<file path="src/rtl/id_decode_ctrl.sv">
`default_nettype none
// +----------------------------------------------------------------------+
// | id_decode_ctrl: RV32I decode-stage slot, imm-select and ID/EX reg.    |
// | Optional macro ILLEGAL_TRAP_EN: hold illegal opcodes in a TRAP state. |
// | Revision: 1.0                                                         |
// +----------------------------------------------------------------------+
module id_decode_ctrl #(
  parameter int STALL_CNT_W = 16
) (
  input  logic                   clk,
  input  logic                   reset_n,
  input  logic                   if_valid,
  output logic                   if_ready,
  input  logic [31:0]            if_instr,
  input  logic [31:0]            if_pc,
  input  logic                   flush,
  input  logic                   haz_memread,
  input  logic [4:0]             haz_rd,
  output logic [31:0]            ext_in,
  output logic [2:0]             imm_src,
  input  logic [31:0]            ext_imm,
  output logic                   ex_valid,
  input  logic                   ex_ready,
  output logic [31:0]            ex_pc,
  output logic [31:0]            ex_imm,
  output logic [4:0]             ex_rs1,
  output logic [4:0]             ex_rs2,
  output logic [4:0]             ex_rd,
  output logic [7:0]             ex_ctrl,
  output logic [STALL_CNT_W-1:0] stall_cnt,
  output logic                   illegal
);

  localparam logic [6:0] c_op_load   = 7'b0000011;
  localparam logic [6:0] c_op_opimm  = 7'b0010011;
  localparam logic [6:0] c_op_jalr   = 7'b1100111;
  localparam logic [6:0] c_op_system = 7'b1110011;
  localparam logic [6:0] c_op_store  = 7'b0100011;
  localparam logic [6:0] c_op_branch = 7'b1100011;
  localparam logic [6:0] c_op_jal    = 7'b1101111;
  localparam logic [6:0] c_op_lui    = 7'b0110111;
  localparam logic [6:0] c_op_auipc  = 7'b0010111;
  localparam logic [6:0] c_op_op     = 7'b0110011;

  localparam logic [2:0] c_imm_i    = 3'b000;
  localparam logic [2:0] c_imm_s    = 3'b001;
  localparam logic [2:0] c_imm_b    = 3'b010;
  localparam logic [2:0] c_imm_j    = 3'b011;
  localparam logic [2:0] c_imm_u    = 3'b100;
  localparam logic [2:0] c_imm_none = 3'b111;

  localparam logic [1:0] c_st_run   = 2'd0;
  localparam logic [1:0] c_st_stall = 2'd1;
`ifdef ILLEGAL_TRAP_EN
  localparam logic [1:0] c_st_trap  = 2'd2;
`endif

  localparam logic [STALL_CNT_W-1:0] c_cnt_one = {{(STALL_CNT_W-1){1'b0}}, 1'b1};

  logic [1:0]             state_q, state_d;
  logic                   id_valid_q, id_valid_d;
  logic [31:0]            id_instr_q, id_instr_d;
  logic [31:0]            id_pc_q, id_pc_d;
  logic                   ex_valid_q, ex_valid_d;
  logic [31:0]            ex_pc_q, ex_pc_d;
  logic [31:0]            ex_imm_q, ex_imm_d;
  logic [4:0]             ex_rs1_q, ex_rs1_d;
  logic [4:0]             ex_rs2_q, ex_rs2_d;
  logic [4:0]             ex_rd_q, ex_rd_d;
  logic [7:0]             ex_ctrl_q, ex_ctrl_d;
  logic [STALL_CNT_W-1:0] stall_cnt_q, stall_cnt_d;
  logic                   illegal_q, illegal_d;

  logic [6:0] w_opcode;
  logic [4:0] w_rs1, w_rs2;
  logic [7:0] w_ctrl;
  logic       w_legal, w_uses_rs1, w_uses_rs2, w_imm_none;
  logic       w_haz, w_dn_free, w_run, w_trap_hit, w_adv, w_stall_go;

  assign w_opcode = id_instr_q[6:0];
  assign w_rs1    = id_instr_q[19:15];
  assign w_rs2    = id_instr_q[24:20];
  assign ext_in   = id_instr_q;

  // ex_ctrl bit order: {reg_write, mem_read, mem_write, alu_src, branch, jump, pc_rel, is_sys}
  always_comb begin
    imm_src    = c_imm_none;
    w_ctrl     = 8'h00;
    w_legal    = 1'b1;
    w_uses_rs1 = 1'b1;
    w_uses_rs2 = 1'b0;
    case (w_opcode)
      c_op_load:   begin imm_src = c_imm_i; w_ctrl = 8'b1101_0000; end
      c_op_opimm:  begin imm_src = c_imm_i; w_ctrl = 8'b1001_0000; end
      c_op_jalr:   begin imm_src = c_imm_i; w_ctrl = 8'b1001_0100; end
      c_op_system: begin imm_src = c_imm_i; w_ctrl = 8'b0000_0001; end
      c_op_store:  begin imm_src = c_imm_s; w_ctrl = 8'b0011_0000; w_uses_rs2 = 1'b1; end
      c_op_branch: begin imm_src = c_imm_b; w_ctrl = 8'b0000_1010; w_uses_rs2 = 1'b1; end
      c_op_jal:    begin imm_src = c_imm_j; w_ctrl = 8'b1000_0110; w_uses_rs1 = 1'b0; end
      c_op_lui:    begin imm_src = c_imm_u; w_ctrl = 8'b1001_0000; w_uses_rs1 = 1'b0; end
      c_op_auipc:  begin imm_src = c_imm_u; w_ctrl = 8'b1001_0010; w_uses_rs1 = 1'b0; end
      c_op_op:     begin imm_src = c_imm_none; w_ctrl = 8'b1000_0000; w_uses_rs2 = 1'b1; end
      default:     w_legal = 1'b0;
    endcase
  end

  // R-type and illegal opcodes have no immediate; the extender output is ignored
  assign w_imm_none = (w_opcode == c_op_op) | ~w_legal;

  always_comb begin
    w_haz = id_valid_q & haz_memread & (haz_rd != 5'd0) &
            ((w_uses_rs1 & (haz_rd == w_rs1)) | (w_uses_rs2 & (haz_rd == w_rs2)));
    w_dn_free = ~ex_valid_q | ex_ready;
    w_run     = (state_q == c_st_run);
`ifdef ILLEGAL_TRAP_EN
    w_trap_hit = w_run & id_valid_q & ~w_legal;
`else
    w_trap_hit = 1'b0;
`endif
    w_adv      = id_valid_q & ~w_haz & w_dn_free & w_run & ~w_trap_hit;
    w_stall_go = w_run & w_haz & w_dn_free & ~w_trap_hit;
    if_ready   = ~flush & w_run & (~id_valid_q | w_adv);
  end

  always_comb begin
    state_d     = state_q;
    id_valid_d  = id_valid_q;
    id_instr_d  = id_instr_q;
    id_pc_d     = id_pc_q;
    ex_valid_d  = ex_valid_q;
    ex_pc_d     = ex_pc_q;
    ex_imm_d    = ex_imm_q;
    ex_rs1_d    = ex_rs1_q;
    ex_rs2_d    = ex_rs2_q;
    ex_rd_d     = ex_rd_q;
    ex_ctrl_d   = ex_ctrl_q;
    stall_cnt_d = stall_cnt_q;
    illegal_d   = illegal_q;

    if (flush) begin
      id_valid_d = 1'b0;
      ex_valid_d = 1'b0;
      state_d    = c_st_run;
      illegal_d  = 1'b0;
    end else begin
      case (state_q)
        c_st_run: begin
          if (w_trap_hit) begin
`ifdef ILLEGAL_TRAP_EN
            state_d   = c_st_trap;
`endif
            illegal_d = 1'b1;
          end else if (w_stall_go) begin
            state_d = c_st_stall;
            if (stall_cnt_q != {STALL_CNT_W{1'b1}}) stall_cnt_d = stall_cnt_q + c_cnt_one;
          end
        end
        c_st_stall: state_d = c_st_run;
`ifdef ILLEGAL_TRAP_EN
        c_st_trap:  state_d = c_st_trap;
`endif
        default:    state_d = c_st_run;
      endcase

      if (w_adv) begin
        ex_valid_d = 1'b1;
        ex_pc_d    = id_pc_q;
        ex_imm_d   = w_imm_none ? 32'h0 : ext_imm;
        ex_rs1_d   = w_rs1;
        ex_rs2_d   = w_rs2;
        ex_rd_d    = id_instr_q[11:7];
        ex_ctrl_d  = w_ctrl;
      end else if (ex_ready) begin
        ex_valid_d = 1'b0;
      end

      if (if_valid & if_ready) begin
        id_valid_d = 1'b1;
        id_instr_d = if_instr;
        id_pc_d    = if_pc;
      end else if (w_adv) begin
        id_valid_d = 1'b0;
      end
    end
  end

  always_ff @(posedge clk) begin
    if (!reset_n) begin
      state_q     <= c_st_run;
      id_valid_q  <= 1'b0;
      id_instr_q  <= 32'h0;
      id_pc_q     <= 32'h0;
      ex_valid_q  <= 1'b0;
      ex_pc_q     <= 32'h0;
      ex_imm_q    <= 32'h0;
      ex_rs1_q    <= 5'h0;
      ex_rs2_q    <= 5'h0;
      ex_rd_q     <= 5'h0;
      ex_ctrl_q   <= 8'h0;
      stall_cnt_q <= '0;
      illegal_q   <= 1'b0;
    end else begin
      state_q     <= state_d;
      id_valid_q  <= id_valid_d;
      id_instr_q  <= id_instr_d;
      id_pc_q     <= id_pc_d;
      ex_valid_q  <= ex_valid_d;
      ex_pc_q     <= ex_pc_d;
      ex_imm_q    <= ex_imm_d;
      ex_rs1_q    <= ex_rs1_d;
      ex_rs2_q    <= ex_rs2_d;
      ex_rd_q     <= ex_rd_d;
      ex_ctrl_q   <= ex_ctrl_d;
      stall_cnt_q <= stall_cnt_d;
      illegal_q   <= illegal_d;
    end
  end

  assign ex_valid  = ex_valid_q;
  assign ex_pc     = ex_pc_q;
  assign ex_imm    = ex_imm_q;
  assign ex_rs1    = ex_rs1_q;
  assign ex_rs2    = ex_rs2_q;
  assign ex_rd     = ex_rd_q;
  assign ex_ctrl   = ex_ctrl_q;
  assign stall_cnt = stall_cnt_q;
`ifdef ILLEGAL_TRAP_EN
  assign illegal   = illegal_q;
`else
  assign illegal   = 1'b0;
`endif

endmodule
`default_nettype wire
</file>
<file path="config.mk">
export PLATFORM = sky130hd
export DESIGN_NAME = id_decode_ctrl
export DESIGN_NICKNAME = d
export VERILOG_FILES = /design/src/rtl/id_decode_ctrl.sv
export SDC_FILE = /design/constraint.sdc
export NUM_CORES = 1
export LEC_CHECK = 0
export ABC_AREA = 0
export CAP_MARGIN = 10
export CORE_UTILIZATION = 45
export DETAILED_ROUTE_END_ITERATION = 12
export HOLD_SLACK_MARGIN = 0.15
export PLACE_DENSITY = 0.91
export SLEW_MARGIN = 40
export SYNTH_ARGS = -nofsm -noshare
export SYNTH_HDL_FRONTEND = slang
export SYNTH_SLANG_ARGS = --single-unit
</file>
<file path="constraint.sdc">
create_clock -name clk -period 2.8 [get_ports clk]
set_input_delay 0.28 -clock clk [delete_from_list [all_inputs] [get_ports clk]]
set_output_delay 0.28 -clock clk [all_outputs]
set_load 0.02 [all_outputs]
</file>
Word level (Yosys, flattened, before mapping)
Cells that the tools add are included.
{"block": "totals", "output_inout_bits": 141, "ff_bits": 170}
{"block": "op_classes", "n_eq_ne": 13, "muxes": 10, "n_reduce_logical": 15, "n_bitwise": 24, "addsub": 1}
{"op": "$pmux 8 s9", "n": 1}
{"op": "$mux 32", "n": 1}
{"op": "$eq 7x7->1 const B", "n": 4}
{"op": "$eq 7x6->1 const B", "n": 3}
{"op": "$add 16x1->16 const B", "n": 1}
{"op": "$ne 16x16->1 const B", "n": 1}
{"op": "$pmux 3 s5", "n": 1}
{"op": "$eq 7x5->1 const B", "n": 2}
{"op": "$and 1x1->1", "n": 13}
{"op": "$eq 5x5->1", "n": 2}
{"op": "$reduce_or 10->1", "n": 1}
{"op": "$reduce_or 3->1", "n": 3}
{"op": "$eq 7x2->1 const B", "n": 1}
{"op": "$mux 1", "n": 7}
{"op": "$not 1->1", "n": 7}
{"op": "$reduce_or 2->1", "n": 3}
{"op": "$reduce_bool 5->1", "n": 1}
{"op": "$or 1x1->1", "n": 4}
{"op": "$reduce_and 2->1", "n": 2}
{"op": "$reduce_and 4->1", "n": 1}
{"op": "$reduce_bool 2->1", "n": 2}
{"op": "$reduce_or 4->1", "n": 1}
{"op": "$logic_not 2->1", "n": 1}

Logic depth before layout (Yosys ltp)
Gate-level depths: netlist (run 1).
{"block": "depth", "depth_word": 14, "depth_mapped": 10, "depth_no_buf": 7}

Worst setup path before layout (run 1)
OpenSTA, ideal clock, no wires.
{"block": "synth_timing", "path_type": "register to register", "from": "register id_instr_q[3], in the netlist ext_in[3]", "to": "register stall_cnt_q[11], in the netlist stall_cnt[11]", "period_less_slack_ps": 2282, "stages_incl_launch_ff": 9, "path_slack_ps": 518, "n_path_buf": 2, "setup_ps": 70, "arrival_ps": 2211, "required_ps": 2730, "cell_sequence": "dfxtp_1 buf_4 and3b_4 a311oi_2 nand4_2 a21bo_1 buf_6 or4_1 a21oi_1"}
{"block": "synth_via", "elab_chain_len": 9, "elab_cells_between_ends": 17, "classes_between": "6 x eq/ne; 2 x mux; 6 x bitwise; 3 x reduce/logical"}
{"element": "start: declaration", "line_no": "62", "rtl": "logic [31:0] id_instr_q, id_instr_d;"}
{"element": "start signal: assignment", "line_no": "205", "rtl": "id_instr_q <= id_instr_d;"}
{"element": "$eq 7x5->1, or another cell as far along", "line_no": "92", "rtl": "case (w_opcode)"}
{"element": "$reduce_or 3->1 (no line)"}
{"element": "$mux 1", "line_no": "92"}
{"element": "$and 1x1->1", "line_no": "112", "rtl": "((w_uses_rs1 & (haz_rd == w_rs1)) | (w_uses_rs2 & (haz_rd == w_rs2)));"}
{"element": "$or 1x1->1 *", "line_no": "112"}
{"element": "$and 1x1->1 *", "line_no": "111", "rtl": "w_haz = id_valid_q & haz_memread & (haz_rd != 5'd0) &"}
{"element": "$and 1x1->1 * (2 in a row)", "line_no": "121", "rtl": "w_stall_go = w_run & w_haz & w_dn_free & ~w_trap_hit;"}
{"element": "$reduce_and 4->1 (no line) *"}
{"element": "end signal: assignment", "line_no": "214", "rtl": "stall_cnt_q <= stall_cnt_d;"}
{"element": "end: declaration", "line_no": "71", "rtl": "logic [STALL_CNT_W-1:0] stall_cnt_q, stall_cnt_d;"}
Mark *: on every way between the ends. The rest lies on a longest branch, timed or not.
A chain may end at the register's enable or synchronous reset.

Worst setup path after layout (run 1)
{"block": "layout_timing", "from": "register id_instr_q[4], in the netlist ext_in[4]", "to": "output imm_src[2]"}
{"block": "layout_via", "elab_chain_len": 3, "elab_cells_between_ends": 12, "classes_between": "9 x eq/ne; 1 x mux; 2 x reduce/logical"}
{"element": "$eq 7x7->1, or another cell as far along", "line_no": "92"}
{"element": "$reduce_or 4->1 (no line) or $reduce_or 2->1 (tied branches)"}
{"element": "$pmux 3 s5 *", "line_no": "92"}
{"element": "end: declaration", "line_no": "20", "rtl": "output logic [2:0] imm_src,"}
Marks and branches as above.

==> tab_implementation.tex, run 1 <==
\begin{tabular}{lr}
\hline
Metric & Value \\
\hline
\multicolumn{2}{l}{\textbf{Floorplanning}} \\
\quad Area enclosed by the die boundary & 15500 sq um \\
\quad I/O pin total & 248 \\
\quad DIE HEIGHT & 124 microns \\
\quad Initial core utilization & 46.3\% \\
\quad Total number of placement rows & 44 \\
\quad Placeable core region & 14600 sq um \\
\quad Die X-Extent & 124 microns \\
\multicolumn{2}{l}{\textbf{Pwr}} \\
\quad Worst VDD drop & 376 uV \\
\quad Leakage power & 3.46 nW \\
\quad Cell Pwr Density & 555 nW/um\^{}2 \\
\quad Overall power after layout & 0.00553 W \\
\multicolumn{2}{l}{\textbf{Hold path}} \\
\quad HP Class & in2reg \\
\multicolumn{2}{l}{\textbf{Worst setup path}} \\
\quad Maximum single-stage delay on the critical path & 640 ps \\
\quad Critical path arrival & 2340 ps \\
\quad Type of the worst setup path & reg2out \\
\quad Crit-path cells & nor2b\_1, buf\_4, nand2\_1, o211ai\_1, a21oi\_2, nand2\_1, clkdlybuf4s50\_1 \\
\quad Critical path required time & 2520 ps \\
\quad Most used cell along the critical path & nand2\_1 \\
\quad Worst path buffer plus inverter count & 2 \\
\quad Kind of cell with the highest combined delay on the critical path & buffers and inverters \\
\quad Worst Setup End Kind & output pin \\
\quad CP max stage cell & clkdlybuf4s50\_1 \\
\quad Type of origin of the critical path & flip-flop \\
\quad Largest fanout of any net on the critical path & 6 \\
\multicolumn{2}{l}{\textbf{Synthesis}} \\
\quad Adder-cell area share of the yosys netlist & 0.185\% \\
\quad Portion of the post-synthesis area used by sequential elements & 50.4\% \\
\quad Yosys top cell by area & dfxtp\_1 \\
\quad Number of register bits inferred by synthesis & 170 \\
\quad Number of distinct library cell variants in the gate-level netlist after synthesis & 46 \\
\quad Cell Area, Synth & 6750 sq um \\
\quad Synth warnings & 0 \\
\quad Post-synthesis area per instance & 7.88 sq um \\
\quad Post-synthesis compound-gate area fraction & 15.1\% \\
\quad Proportion of netlist area held by the largest area contributor & 50.4\% \\
\quad Flip-flop cell with the highest count after synthesis & dfxtp\_1 \\
\quad Dominant combinational cell family by area after synthesis & simple AND/OR/NAND/NOR gates \\
\quad Top post-synthesis cells by count & nand2\_1, dfxtp\_1, nand3\_1 \\
\quad Most instantiated library cell after synthesis & nand2\_1 \\
\quad Number of nets in the synthesized netlist & 965 \\
\quad Fraction of the mapped netlist area in simple logic gates & 27.1\% \\
\quad Fraction of synthesized area in multiplexers & 1.04\% \\
\quad Number of enable flip-flop cells after synthesis & 0 \\
\quad Share of the synthesized netlist area taken by xor and xnor gates & 1.30\% \\
\quad Fraction of registers with async set/reset & 0\% \\
\quad Dominant cells by area after synthesis & dfxtp\_1, nand2\_1, nand3\_1 \\
\quad Post-synthesis cell count & 857 \\
\multicolumn{2}{l}{\textbf{Timing}} \\
\quad Highest attainable clock frequency & 382 MHz \\
\quad Slew of the pin with the lowest slew margin & 756 ps \\
\quad RSZ-0062 raised after global routing & false \\
\quad Setup Skew & 12.8 ps \\
\quad Final total negative setup slack & 0 ps \\
\quad Worst path setup slack after routing & 179 ps \\
\quad Final-report hold violation count & 0 \\
\quad Setup violators final & 0 \\
\quad Final Hold Slack & 173 ps \\
\quad Final critical-path required period & 2620 ps \\
\quad Share of the cycle needed by the critical path after routing & 93.6\% \\
\quad Worst slew margin & 49.6\% \\
\quad Slew Limit Fails & 0 \\
\multicolumn{2}{l}{\textbf{Run}} \\
\quad Max-Cap Viols & 0 \\
\multicolumn{2}{l}{\textbf{Final layout}} \\
\quad Area of the multi-input gates & 3040 sq um \\
\quad Fillcell total & 1143 \\
\quad Flip-flop and latch area & 3400 sq um \\
\quad Area Growth Syn to Fin & 47.6\% \\
\quad Count of inserted antenna diode cells & 0 \\
\quad Fraction of layout instances using a drive strength above 1 & 5.83\% \\
\quad Post-layout nets & 1176 \\
\multicolumn{2}{l}{\textbf{Placement}} \\
\quad Post-placement worst setup slack & 2.10 ps \\
\quad Final Wtd Congestion & 0.842 \\
\quad Count of input and output buffers & 246 \\
\quad DP HPWL & 13.3 mm \\
\multicolumn{2}{l}{\textbf{Detailed routing}} \\
\quad Routed via count & 6683 \\
\quad Overall routed net length & 19.4 mm \\
\quad Via count normalized by instance count & 5.28 \\
\quad Residual antenna-violating net count after detailed routing & 0 \\
\quad Number of search-and-repair iterations in the first detailed-routing pass & 5 \\
\quad Wirelength per Cell & 15.4 microns \\
\quad DRC violation total after the first TritonRoute iteration & 438 \\
\quad \# DRC & 0 \\
\multicolumn{2}{l}{\textbf{Clocking}} \\
\quad Number of buffers added by the clock tree synthesis step & 17 \\
\quad Number of hold buffers added after cts & 0 \\
\quad Root Driver & clkbuf\_16 \\
\quad CTS H-tree lvls & 4 \\
\quad Clock-pin slew on the worst setup and hold paths & 70 ps \\
\quad Sink Count & 170 \\
\quad Latest clock arrival within the worst-skew pair & 430 ps \\
\quad Deepest clock path buffer count & 2 \\
\quad Number of instances resized during post-cts repair & 1 \\
\quad CTS tree & done \\
\quad Post-CTS setup buffer count & 0 \\
\multicolumn{2}{l}{\textbf{GRT}} \\
\quad Vias in the first global route & 6296 \\
\quad Pin count of the biggest net entering global routing & 78 \\
\quad Overall Global Routing Usage & 24.9\% \\
\quad Residual overflow from global routing & 0 \\
\quad First-pass GRT wire length & 30.9 mm \\
\quad Number of antenna violations at the first check in global routing & 0 \\
\multicolumn{2}{l}{\textbf{Run status}} \\
\quad Result of the run & finished, final reports clean \\
\hline
\end{tabular}
==> final cells by class <==
class	count	area share [%]
tap	184	2.31
clock buffer	17	4.27
multi-input combinational	610	30.5
clock inverter	15	1.87
sequential	170	34.1
inverter	3	0.126
timing repair buffer	266	26.8
==> cell families (layout without fill, tap and decap cells) <==
| group | after synthesis | count (layout) |
|---|---|---|
| XOR/XNOR | 10 | 10 |
| flip-flops | 170 | 170 |
| AND/OR/NAND/NOR | 401 | 401 |
| AO/OA/AOI/OAI | 190 | 190 |
| adder cells (fa/ha/maj) | 1 | 1 |
| other | 1 | 1 |
| buffers and inverters | 77 | 301 |
| multiplexers | 7 | 7 |
==> tightest hold or removal path, cell delays in order <==
cell,delay (ps)
buf_4,140
nand3_1,80
o21ai_0,60
==> per-stage QoR <==
stage / instance area (sq um) / util (%) / std cells
global route: 9970 / 68.3 / 1265
finish: 9970 / 68.3 / 1265
floorplan: 6750 / - / 857
global placement: 9340 / 64.0 / 1232
CTS: 9970 / 68.3 / 1265
detailed placement: 9360 / 64.1 / 1233
==> state kept, by name, indices dropped and copies added (netlist names) <==
register    flops
ex_imm         32
stall_cnt      16
ext_in         32
ex_rd           5
ex_valid        1
state_q         1
ex_ctrl         8
ex_rs2          5
ex_pc          32
id_valid_q      1
id_pc_q        32
ex_rs1          5
==> routing by layer <==
layer  track usage, %  part of all wire [%]  vias to the layer above
li1                 -                     -                     3358
met1             27.1                    40                     3054
met2             42.9                    49                      233
met3             7.86                   7.1                       38
met4             13.1                   3.3                        0
met5                0                     0                        -
==> final timing paths <==
check / from / endpoint / slack, ps / cells after the start
setup / recovery: ext_in[4] / imm_src[2] / 180 / 7
hold / removal: reset_n / id_pc_q[30] / 170 / 3
setup reg to reg: ext_in[3] / stall_cnt[7] / 310 / 6
hold reg to reg: id_pc_q[13] / ex_pc[13] / 440 / 2
==> where the power goes <==
part / switching [W] / total (W) / leakage [nW] / internal [W]
clock network: 0.00100 / 0.00243 / 0.305 / 0.00142
logic: 0.000284 / 0.000562 / 1.77 / 0.000277
registers: 0.0000539 / 0.00254 / 1.38 / 0.00249
total: 0.00134 / 0.00553 / 3.46 / 0.00419
==> placed cells by master (no fill, tap or decap), types with 5 or more instances in the layout <==
master           instances
xor2_1                  10
inv_6                    5
mux2i_1                  7
dfxtp_1                170
nand3_1                107
a21oi_1                100
buf_4                   16
clkbuf_16               17
nand2_1                222
nand2b_1                 9
nand4_1                  6
buf_12                   5
o31ai_1                  8
and3_1                   5
nor4_1                   5
clkdlybuf4s50_1        244
or4_1                    8
o21ai_0                 68
nor2_1                  11
nor3_1                   6
Note: power is estimated with default switching activity, not from simulation.
==> run 2: changes to the inputs <==
--- a/config.mk
+++ b/config.mk
@@ -7,7 +7,9 @@
 export LEC_CHECK = 0
 export ABC_AREA = 0
 export CAP_MARGIN = 10
+export CORE_MARGIN = 1.5
 export CORE_UTILIZATION = 45
+export CTS_CLUSTER_DIAMETER = 60
 export DETAILED_ROUTE_END_ITERATION = 12
 export HOLD_SLACK_MARGIN = 0.15
 export PLACE_DENSITY = 0.91
==> tab_implementation.tex, run 2 (synthesized netlist as in run 1, its figures left out) <==
\begin{tabular}{lr}
\hline
Metric & Value \\
\hline
\multicolumn{2}{l}{\textbf{Detailed routing}} \\
\quad Residual antenna-violating net count after detailed routing & 0 (unchanged) \\
\quad \# DRC & 0 (unchanged) \\
\quad DRC violation total after the first TritonRoute iteration & 426 (-2.7\%) \\
\quad Number of search-and-repair iterations in the first detailed-routing pass & 5 (unchanged) \\
\quad Overall routed net length & 19.8 mm (+2.2\%) \\
\quad Routed via count & 6750 (+1.0\%) \\
\quad Via count normalized by instance count & 5.33 (+0.92\%) \\
\quad Wirelength per Cell & 15.7 microns (+2.1\%) \\
\multicolumn{2}{l}{\textbf{Hold path}} \\
\quad Number of cells traversed by the worst hold path & 3 (unchanged) \\
\quad HP Class & in2reg \\
\quad Hold Startpoint & reset\_n \\
\quad End of the worst hold path & id\_pc\_q[31] \\
\multicolumn{2}{l}{\textbf{Final layout}} \\
\quad Fraction of layout instances using a drive strength above 1 & 5.64\% (-0.19 points) \\
\quad Commonest non-fill, non-tap cells in the layout & clkdlybuf4s50\_1, nand2\_1, dfxtp\_1, nand3\_1, a21oi\_1 \\
\quad Post-layout nets & 1177 (+0.085\%) \\
\quad Area of the multi-input gates & 3040 sq um (about the same) \\
\quad Flip-flop and latch area & 3400 sq um (about the same) \\
\quad Most common library cell in the layout ignoring fill and taps & clkdlybuf4s50\_1 \\
\quad Count of inserted antenna diode cells & 0 (unchanged) \\
\quad Area Growth Syn to Fin & 47.6\% (about the same) \\
\quad Fillcell total & 1158 (+1.3\%) \\
\quad Count of non-filler cells in the finished layout & 1266 (+0.079\%) \\
\multicolumn{2}{l}{\textbf{Clocking}} \\
\quad CTS tree & done \\
\quad Number of hold buffers added after cts & 0 (unchanged) \\
\quad CTS H-tree lvls & 4 (unchanged) \\
\quad Sink Count & 170 (unchanged) \\
\quad Latest clock arrival within the worst-skew pair & 430 ps (about the same) \\
\quad Number of buffers added by the clock tree synthesis step & 17 (unchanged) \\
\quad Post-CTS setup buffer count & 0 (unchanged) \\
\quad Clock-pin slew on the worst setup and hold paths & 70 ps (about the same) \\
\quad Root Driver & clkbuf\_16 \\
\quad Deepest clock path buffer count & 2 (unchanged) \\
\quad Number of instances resized during post-cts repair & 1 (unchanged) \\
\multicolumn{2}{l}{\textbf{Floorplanning}} \\
\quad Initial core utilization & 46.3\% (unchanged) \\
\quad Placeable core region & 14600 sq um (unchanged) \\
\quad Die X-Extent & 125 microns (+0.80\%) \\
\quad DIE HEIGHT & 125 microns (+0.80\%) \\
\quad Total number of placement rows & 44 (unchanged) \\
\quad I/O pin total & 248 (unchanged) \\
\quad Area enclosed by the die boundary & 15700 sq um (+1.6\%) \\
\multicolumn{2}{l}{\textbf{Worst setup path}} \\
\quad Path depth of the worst reg2reg path & 7 (+1) \\
\quad Critical path arrival & 2350 ps (about the same) \\
\quad Worst reg2reg startpoint & ext\_in[3] \\
\quad Worst Setup End Kind & output pin \\
\quad Largest fanout of any net on the critical path & 6 (unchanged) \\
\quad Critical path required time & 2520 ps (about the same) \\
\quad Minimum setup slack among reg-to-reg paths & 260 ps (-50 ps) \\
\quad Capture instance of the worst register-to-register path & stall\_cnt[4] \\
\quad Maximum single-stage delay on the critical path & 370 ps (-270 ps) \\
\quad Type of the worst setup path & reg2out \\
\quad Crit-path cells & and3b\_1, nand4\_1, nand4\_2, and2\_1, nand2\_1, a211oi\_1, dlygate4sd2\_1 \\
\quad Kind of cell with the highest combined delay on the critical path & simple AND/OR/NAND/NOR gates \\
\quad CP max stage cell & dlygate4sd2\_1 \\
\quad Type of origin of the critical path & flip-flop \\
\quad Worst path buffer plus inverter count & 1 (-1) \\
\multicolumn{2}{l}{\textbf{Pwr}} \\
\quad Worst VDD drop & 442 uV (+18\%) \\
\quad Cell Pwr Density & 544 nW/um\^{}2 (-2.0\%) \\
\quad Leakage power & 3.44 nW (-0.40\%) \\
\multicolumn{2}{l}{\textbf{Run status}} \\
\quad Result of the run & finished, final reports clean \\
\multicolumn{2}{l}{\textbf{GRT}} \\
\quad Residual overflow from global routing & 0 (unchanged) \\
\quad Pin count of the biggest net entering global routing & 73 (-6.4\%) \\
\quad Overall Global Routing Usage & 24.8\% (-0.029 points) \\
\quad Number of antenna violations at the first check in global routing & 2 (+2) \\
\quad First-pass GRT wire length & 31.4 mm (+1.7\%) \\
\quad Vias in the first global route & 6226 (-1.1\%) \\
\multicolumn{2}{l}{\textbf{Timing}} \\
\quad Setup violators final & 0 (unchanged) \\
\quad RSZ-0062 raised after global routing & false \\
\quad Slew of the pin with the lowest slew margin & 709 ps (-46.6 ps) \\
\quad Slew Limit Fails & 0 (unchanged) \\
\quad Highest attainable clock frequency & 380 MHz (-0.29\%) \\
\quad Share of the cycle needed by the critical path after routing & 93.9\% (+0.28 points) \\
\quad Worst slew margin & 52.7\% (+3.1 points) \\
\quad Final total negative setup slack & 0 ps (unchanged) \\
\quad Final critical-path required period & 2630 ps (+7.72 ps) \\
\quad Final-report hold violation count & 0 (unchanged) \\
\quad Setup Skew & 10.8 ps (-2.07 ps) \\
\multicolumn{2}{l}{\textbf{Placement}} \\
\quad Final Wtd Congestion & 0.898 (+6.6\%) \\
\quad Instance count after placement with tap cells included & 1234 (+0.081\%) \\
\quad Count of input and output buffers & 246 (unchanged) \\
\quad DP HPWL & 13.8 mm (+3.6\%) \\
\multicolumn{2}{l}{\textbf{Run}} \\
\quad Max-Cap Viols & 0 (unchanged) \\
\hline
\end{tabular}
==> run 2: changes by cell type in the layout (fill, tap and decap cells not counted), moves of 2 or more <==
cell        before  now
clkinvlp_4       0    3
clkbuf_8         0    5
inv_6            5    2
clkinv_4         3    1
bufinv_16        3    1
clkbuf_1         0    2
clkinv_2         4    2
==> run 2: report_power, final <==
part	leakage [nW]	total, W	switching, W	internal [W]
clock network	0.279	0.00231	0.000961	0.00135
logic	1.78	0.000565	0.000286	0.000278
registers	1.38	0.00254	0.0000543	0.00249
==> run 2: routing by layer <==
metal | wire length [microns] | GRT usage [%] | up-vias | part of all wire (%)
li1 | - | - | 3358 | -
met1 | 7730 | 27.1 | 3061 | 39
met2 | 9650 | 43.4 | 266 | 49
met3 | 1570 | 7.87 | 61 | 7.9
met4 | 843 | 12.1 | 4 | 4.2
met5 | 34 | 0 | - | 0.17
==> run 2: worst max-delay path by stage <==
stage,from,endpoint,slack [ps],depth (start not counted)
after floorplan,ext_in[3],stall_cnt[11],520,8
after global placement,haz_rd[0],ex_ctrl[4],90,8
after detailed placement,haz_rd[3],stall_cnt[7],-40,7
after CTS,ext_in[6],if_ready,110,7
after global routing,ext_in[6],if_ready,10,7
final,ext_in[4],if_ready,170,7
==> run 2: worst register-to-register path: stages, from the launching register on <==
cell      delay, ps
dfxtp_1         480
and3b_4         290
a311oi_2        290
nand4_2         110
buf_4           180
a21bo_1         380
or4_1           570
a21oi_1         170
==> run 2: area by class of cell <==
class,instances,area share (%)
Sequential cell,170,34.2
Multi-Input combinational cell,610,30.5
Timing Repair Buffer,267,27.0
Clock buffer,24,5.04
Tap cell,184,2.31
Clock inverter,8,0.841
Inverter,3,0.126
==> run 2: per-stage QoR <==
stage | area, sq um | worst slack, ps | hold WS [ps] | total power [W] | util (%)
CTS | 9960 | 107 | 151 | 0.00545 | 68.3
floorplan | 6750 | 518 | 420 | 0.00285 | -
finish | 9960 | 172 | 170 | 0.00542 | 68.3
global placement | 9360 | 86.0 | 436 | 0.00314 | 64.1
detailed placement | 9380 | -39.1 | 442 | 0.00316 | 64.3
global route | 9960 | 14.9 | 186 | 0.00562 | 68.3
==> run 3: changes to the inputs <==
--- a/config.mk
+++ b/config.mk
@@ -8,11 +8,11 @@
 export ABC_AREA = 0
 export CAP_MARGIN = 10
 export CORE_MARGIN = 1.5
-export CORE_UTILIZATION = 45
+export CORE_UTILIZATION = 34
 export CTS_CLUSTER_DIAMETER = 60
 export DETAILED_ROUTE_END_ITERATION = 12
 export HOLD_SLACK_MARGIN = 0.15
-export PLACE_DENSITY = 0.91
+export PLACE_DENSITY = 0.74
 export SLEW_MARGIN = 40
 export SYNTH_ARGS = -nofsm -noshare
 export SYNTH_HDL_FRONTEND = slang
==> tab_implementation.tex, run 3 (synthesized netlist as in run 1, its figures left out) <==
\begin{tabular}{lr}
\hline
Metric & Value \\
\hline
\multicolumn{2}{l}{\textbf{Run status}} \\
\quad Result of the run & finished, final reports clean \\
\multicolumn{2}{l}{\textbf{Timing}} \\
\quad Setup violators final & 0 (unchanged) \\
\quad Slew Limit Fails & 0 (unchanged) \\
\quad Slew of the pin with the lowest slew margin & 731 ps (+21.9 ps) \\
\quad Final-report hold violation count & 0 (unchanged) \\
\quad Worst slew margin & 51.2\% (-1.5 points) \\
\quad Final critical-path required period & 2630 ps (-1.98 ps) \\
\quad Final total negative setup slack & 0 ps (unchanged) \\
\quad Setup Skew & 9.38 ps (-1.38 ps) \\
\quad RSZ-0062 raised after global routing & false \\
\quad Share of the cycle needed by the critical path after routing & 93.8\% (about the same) \\
\quad Highest attainable clock frequency & 381 MHz (about the same) \\
\multicolumn{2}{l}{\textbf{Worst setup path}} \\
\quad Minimum setup slack among reg-to-reg paths & 310 ps (+50 ps) \\
\quad CP max stage cell & dfxtp\_1 \\
\quad Path depth of the worst reg2reg path & 6 (-1) \\
\quad Critical path arrival & 2350 ps (about the same) \\
\quad Type of the worst setup path & reg2out \\
\quad Critical path origin & ext\_in[3] \\
\quad Worst Setup End Kind & output pin \\
\quad Largest fanout of any net on the critical path & 9 (+3) \\
\quad Kind of cell with the highest combined delay on the critical path & simple AND/OR/NAND/NOR gates \\
\quad Capture instance of the worst register-to-register path & stall\_cnt[13] \\
\quad Worst path buffer plus inverter count & 1 (unchanged) \\
\quad Number of stages on the worst setup path & 7 (unchanged) \\
\quad Crit-path cells & and3b\_4, a311oi\_2, nand4\_2, and2\_1, nand2\_1, a211oi\_1, dlygate4sd2\_1 \\
\quad Maximum single-stage delay on the critical path & 490 ps (+120 ps) \\
\quad Type of origin of the critical path & flip-flop \\
\quad Worst reg2reg startpoint & ext\_in[3] \\
\quad Critical path required time & 2520 ps (about the same) \\
\quad Critical path endpoint & if\_ready \\
\multicolumn{2}{l}{\textbf{Floorplanning}} \\
\quad Placeable core region & 19500 sq um (+33\%) \\
\quad Total number of placement rows & 51 (+16\%) \\
\quad Area enclosed by the die boundary & 20700 sq um (+32\%) \\
\quad Die X-Extent & 144 microns (+15\%) \\
\quad DIE HEIGHT & 144 microns (+15\%) \\
\quad I/O pin total & 248 (unchanged) \\
\quad Initial core utilization & 34.7\% (-12 points) \\
\multicolumn{2}{l}{\textbf{Detailed routing}} \\
\quad Via count normalized by instance count & 4.85 (-9.1\%) \\
\quad Residual antenna-violating net count after detailed routing & 0 (unchanged) \\
\quad Overall routed net length & 20.0 mm (+0.73\%) \\
\quad Wirelength per Cell & 14.7 microns (-6.0\%) \\
\quad Number of search-and-repair iterations in the first detailed-routing pass & 4 (-1) \\
\quad \# DRC & 0 (unchanged) \\
\quad Routed via count & 6575 (-2.6\%) \\
\quad DRC violation total after the first TritonRoute iteration & 298 (-30\%) \\
\multicolumn{2}{l}{\textbf{Pwr}} \\
\quad Cell Pwr Density & 539 nW/um\^{}2 (-0.91\%) \\
\quad Overall power after layout & 0.00546 W (+0.78\%) \\
\quad Worst VDD drop & 390 uV (-12\%) \\
\quad Leakage power & 3.50 nW (+1.5\%) \\
\multicolumn{2}{l}{\textbf{Clocking}} \\
\quad Number of buffers added by the clock tree synthesis step & 17 (unchanged) \\
\quad Root Driver & clkbuf\_16 \\
\quad Sink Count & 170 (unchanged) \\
\quad CTS H-tree lvls & 4 (unchanged) \\
\quad Latest clock arrival within the worst-skew pair & 420 ps (about the same) \\
\quad Post-CTS setup buffer count & 0 (unchanged) \\
\quad Number of hold buffers added after cts & 0 (unchanged) \\
\quad Deepest clock path buffer count & 2 (unchanged) \\
\quad Clock-pin slew on the worst setup and hold paths & 70 ps (about the same) \\
\quad CTS tree & done \\
\multicolumn{2}{l}{\textbf{Hold path}} \\
\quad Hold Startpoint & if\_instr[12] \\
\quad HP Class & in2reg \\
\multicolumn{2}{l}{\textbf{Final layout}} \\
\quad Fraction of layout instances using a drive strength above 1 & 6.42\% (+0.78 points) \\
\quad Most common library cell in the layout ignoring fill and taps & clkdlybuf4s50\_1 \\
\quad Fillcell total & 1872 (+62\%) \\
\quad Count of inserted antenna diode cells & 0 (unchanged) \\
\quad Area Growth Syn to Fin & 50.1\% \\
\quad Commonest non-fill, non-tap cells in the layout & clkdlybuf4s50\_1, nand2\_1, dfxtp\_1, nand3\_1, a21oi\_1 \\
\quad Post-layout nets & 1186 (+0.76\%) \\
\multicolumn{2}{l}{\textbf{GRT}} \\
\quad Vias in the first global route & 6017 (-3.4\%) \\
\quad Residual overflow from global routing & 0 (unchanged) \\
\quad Number of antenna violations at the first check in global routing & 0 (-2) \\
\quad First-pass GRT wire length & 31.3 mm (-0.28\%) \\
\quad Overall Global Routing Usage & 19.4\% (-5.4 points) \\
\quad Pin count of the biggest net entering global routing & 87 (+19\%) \\
\multicolumn{2}{l}{\textbf{Placement}} \\
\quad Count of input and output buffers & 246 (unchanged) \\
\quad DP HPWL & 14.0 mm (+1.7\%) \\
\quad Final Wtd Congestion & 0.831 (-7.5\%) \\
\multicolumn{2}{l}{\textbf{Run}} \\
\quad Max-Cap Viols & 0 (unchanged) \\
\hline
\end{tabular}
run 3: cell count changes in the layout (fill, tap and decap cells not counted), moves of 2 or more:
| cell | delta |
|---|---|
| clkinv_4 | +2 |
| clkbuf_8 | -5 |
| inv_6 | +3 |
| clkinvlp_4 | -2 |
| buf_4 | +9 |
run 3: routing by layer:
metal / GRT usage, % / share of wire [%] / up-vias
li1: - / - / 3373
met1: 22.7 / 42 / 3006
met2: 32.8 / 49 / 172
met3: 6.33 / 7.1 / 24
met4: 7.25 / 2.4 / 0
met5: 0 / 0 / -
run 3: power breakdown:
part | internal [W] | switching, W | leakage, nW
clock | 0.00134 | 0.00102 | 0.288
combinational | 0.000284 | 0.000285 | 1.83
sequential | 0.00249 | 0.0000513 | 1.38
total | 0.00411 | 0.00135 | 3.50
run 3: area by class of cell:
| cell class | instances | area (sq um) | share of cell area [%] |
|---|---|---|---|
| Inverter | 3 | 12.5 | 0.123 |
| Tap cell | 265 | 332 | 3.27 |
| Sequential cell | 170 | 3400 | 33.6 |
| Clock inverter | 14 | 159 | 1.57 |
| Timing Repair Buffer | 276 | 2760 | 27.2 |
| Clock buffer | 18 | 429 | 4.24 |
| Multi-Input combinational cell | 610 | 3040 | 30.0 |
run 3: repair_timing:
action	in CTS	in global routing
resized for setup	1	0
endpoints found under the hold margin	0	0
setup endpoints to repair	1	0
run 3: worst min-delay path: cells and delay by family:
kind / cells / cell delay, ps
compound gates: 1 / 60
buf+inv: 1 / 390
simple gates: 1 / 50
run 3: worst min path at each step:
stage / cells past startpoint / endpoint / slack, ps
4_1_cts: 3 / id_pc_q[22] / 380
3_3_place_gp: 2 / ex_pc[4] / 440
2_1_floorplan: 2 / ext_in[0] / 420
3_5_place_dp: 2 / ex_imm[9] / 440
6_report: 3 / ext_in[12] / 400
5_1_grt: 3 / ex_imm[11] / 400
run 3: per-stage QoR:
step	instance area (sq um)	setup slack, ps	util (%)	cells	hold WS, ps
floorplan	6750	518	-	857	420
detailed placement	9550	44.0	49.1	1324	442
global route	10100	10.1	52.1	1356	397
finish	10100	174	52.1	1356	403
global placement	9550	106	49.1	1324	436
CTS	10100	142	52.1	1356	384
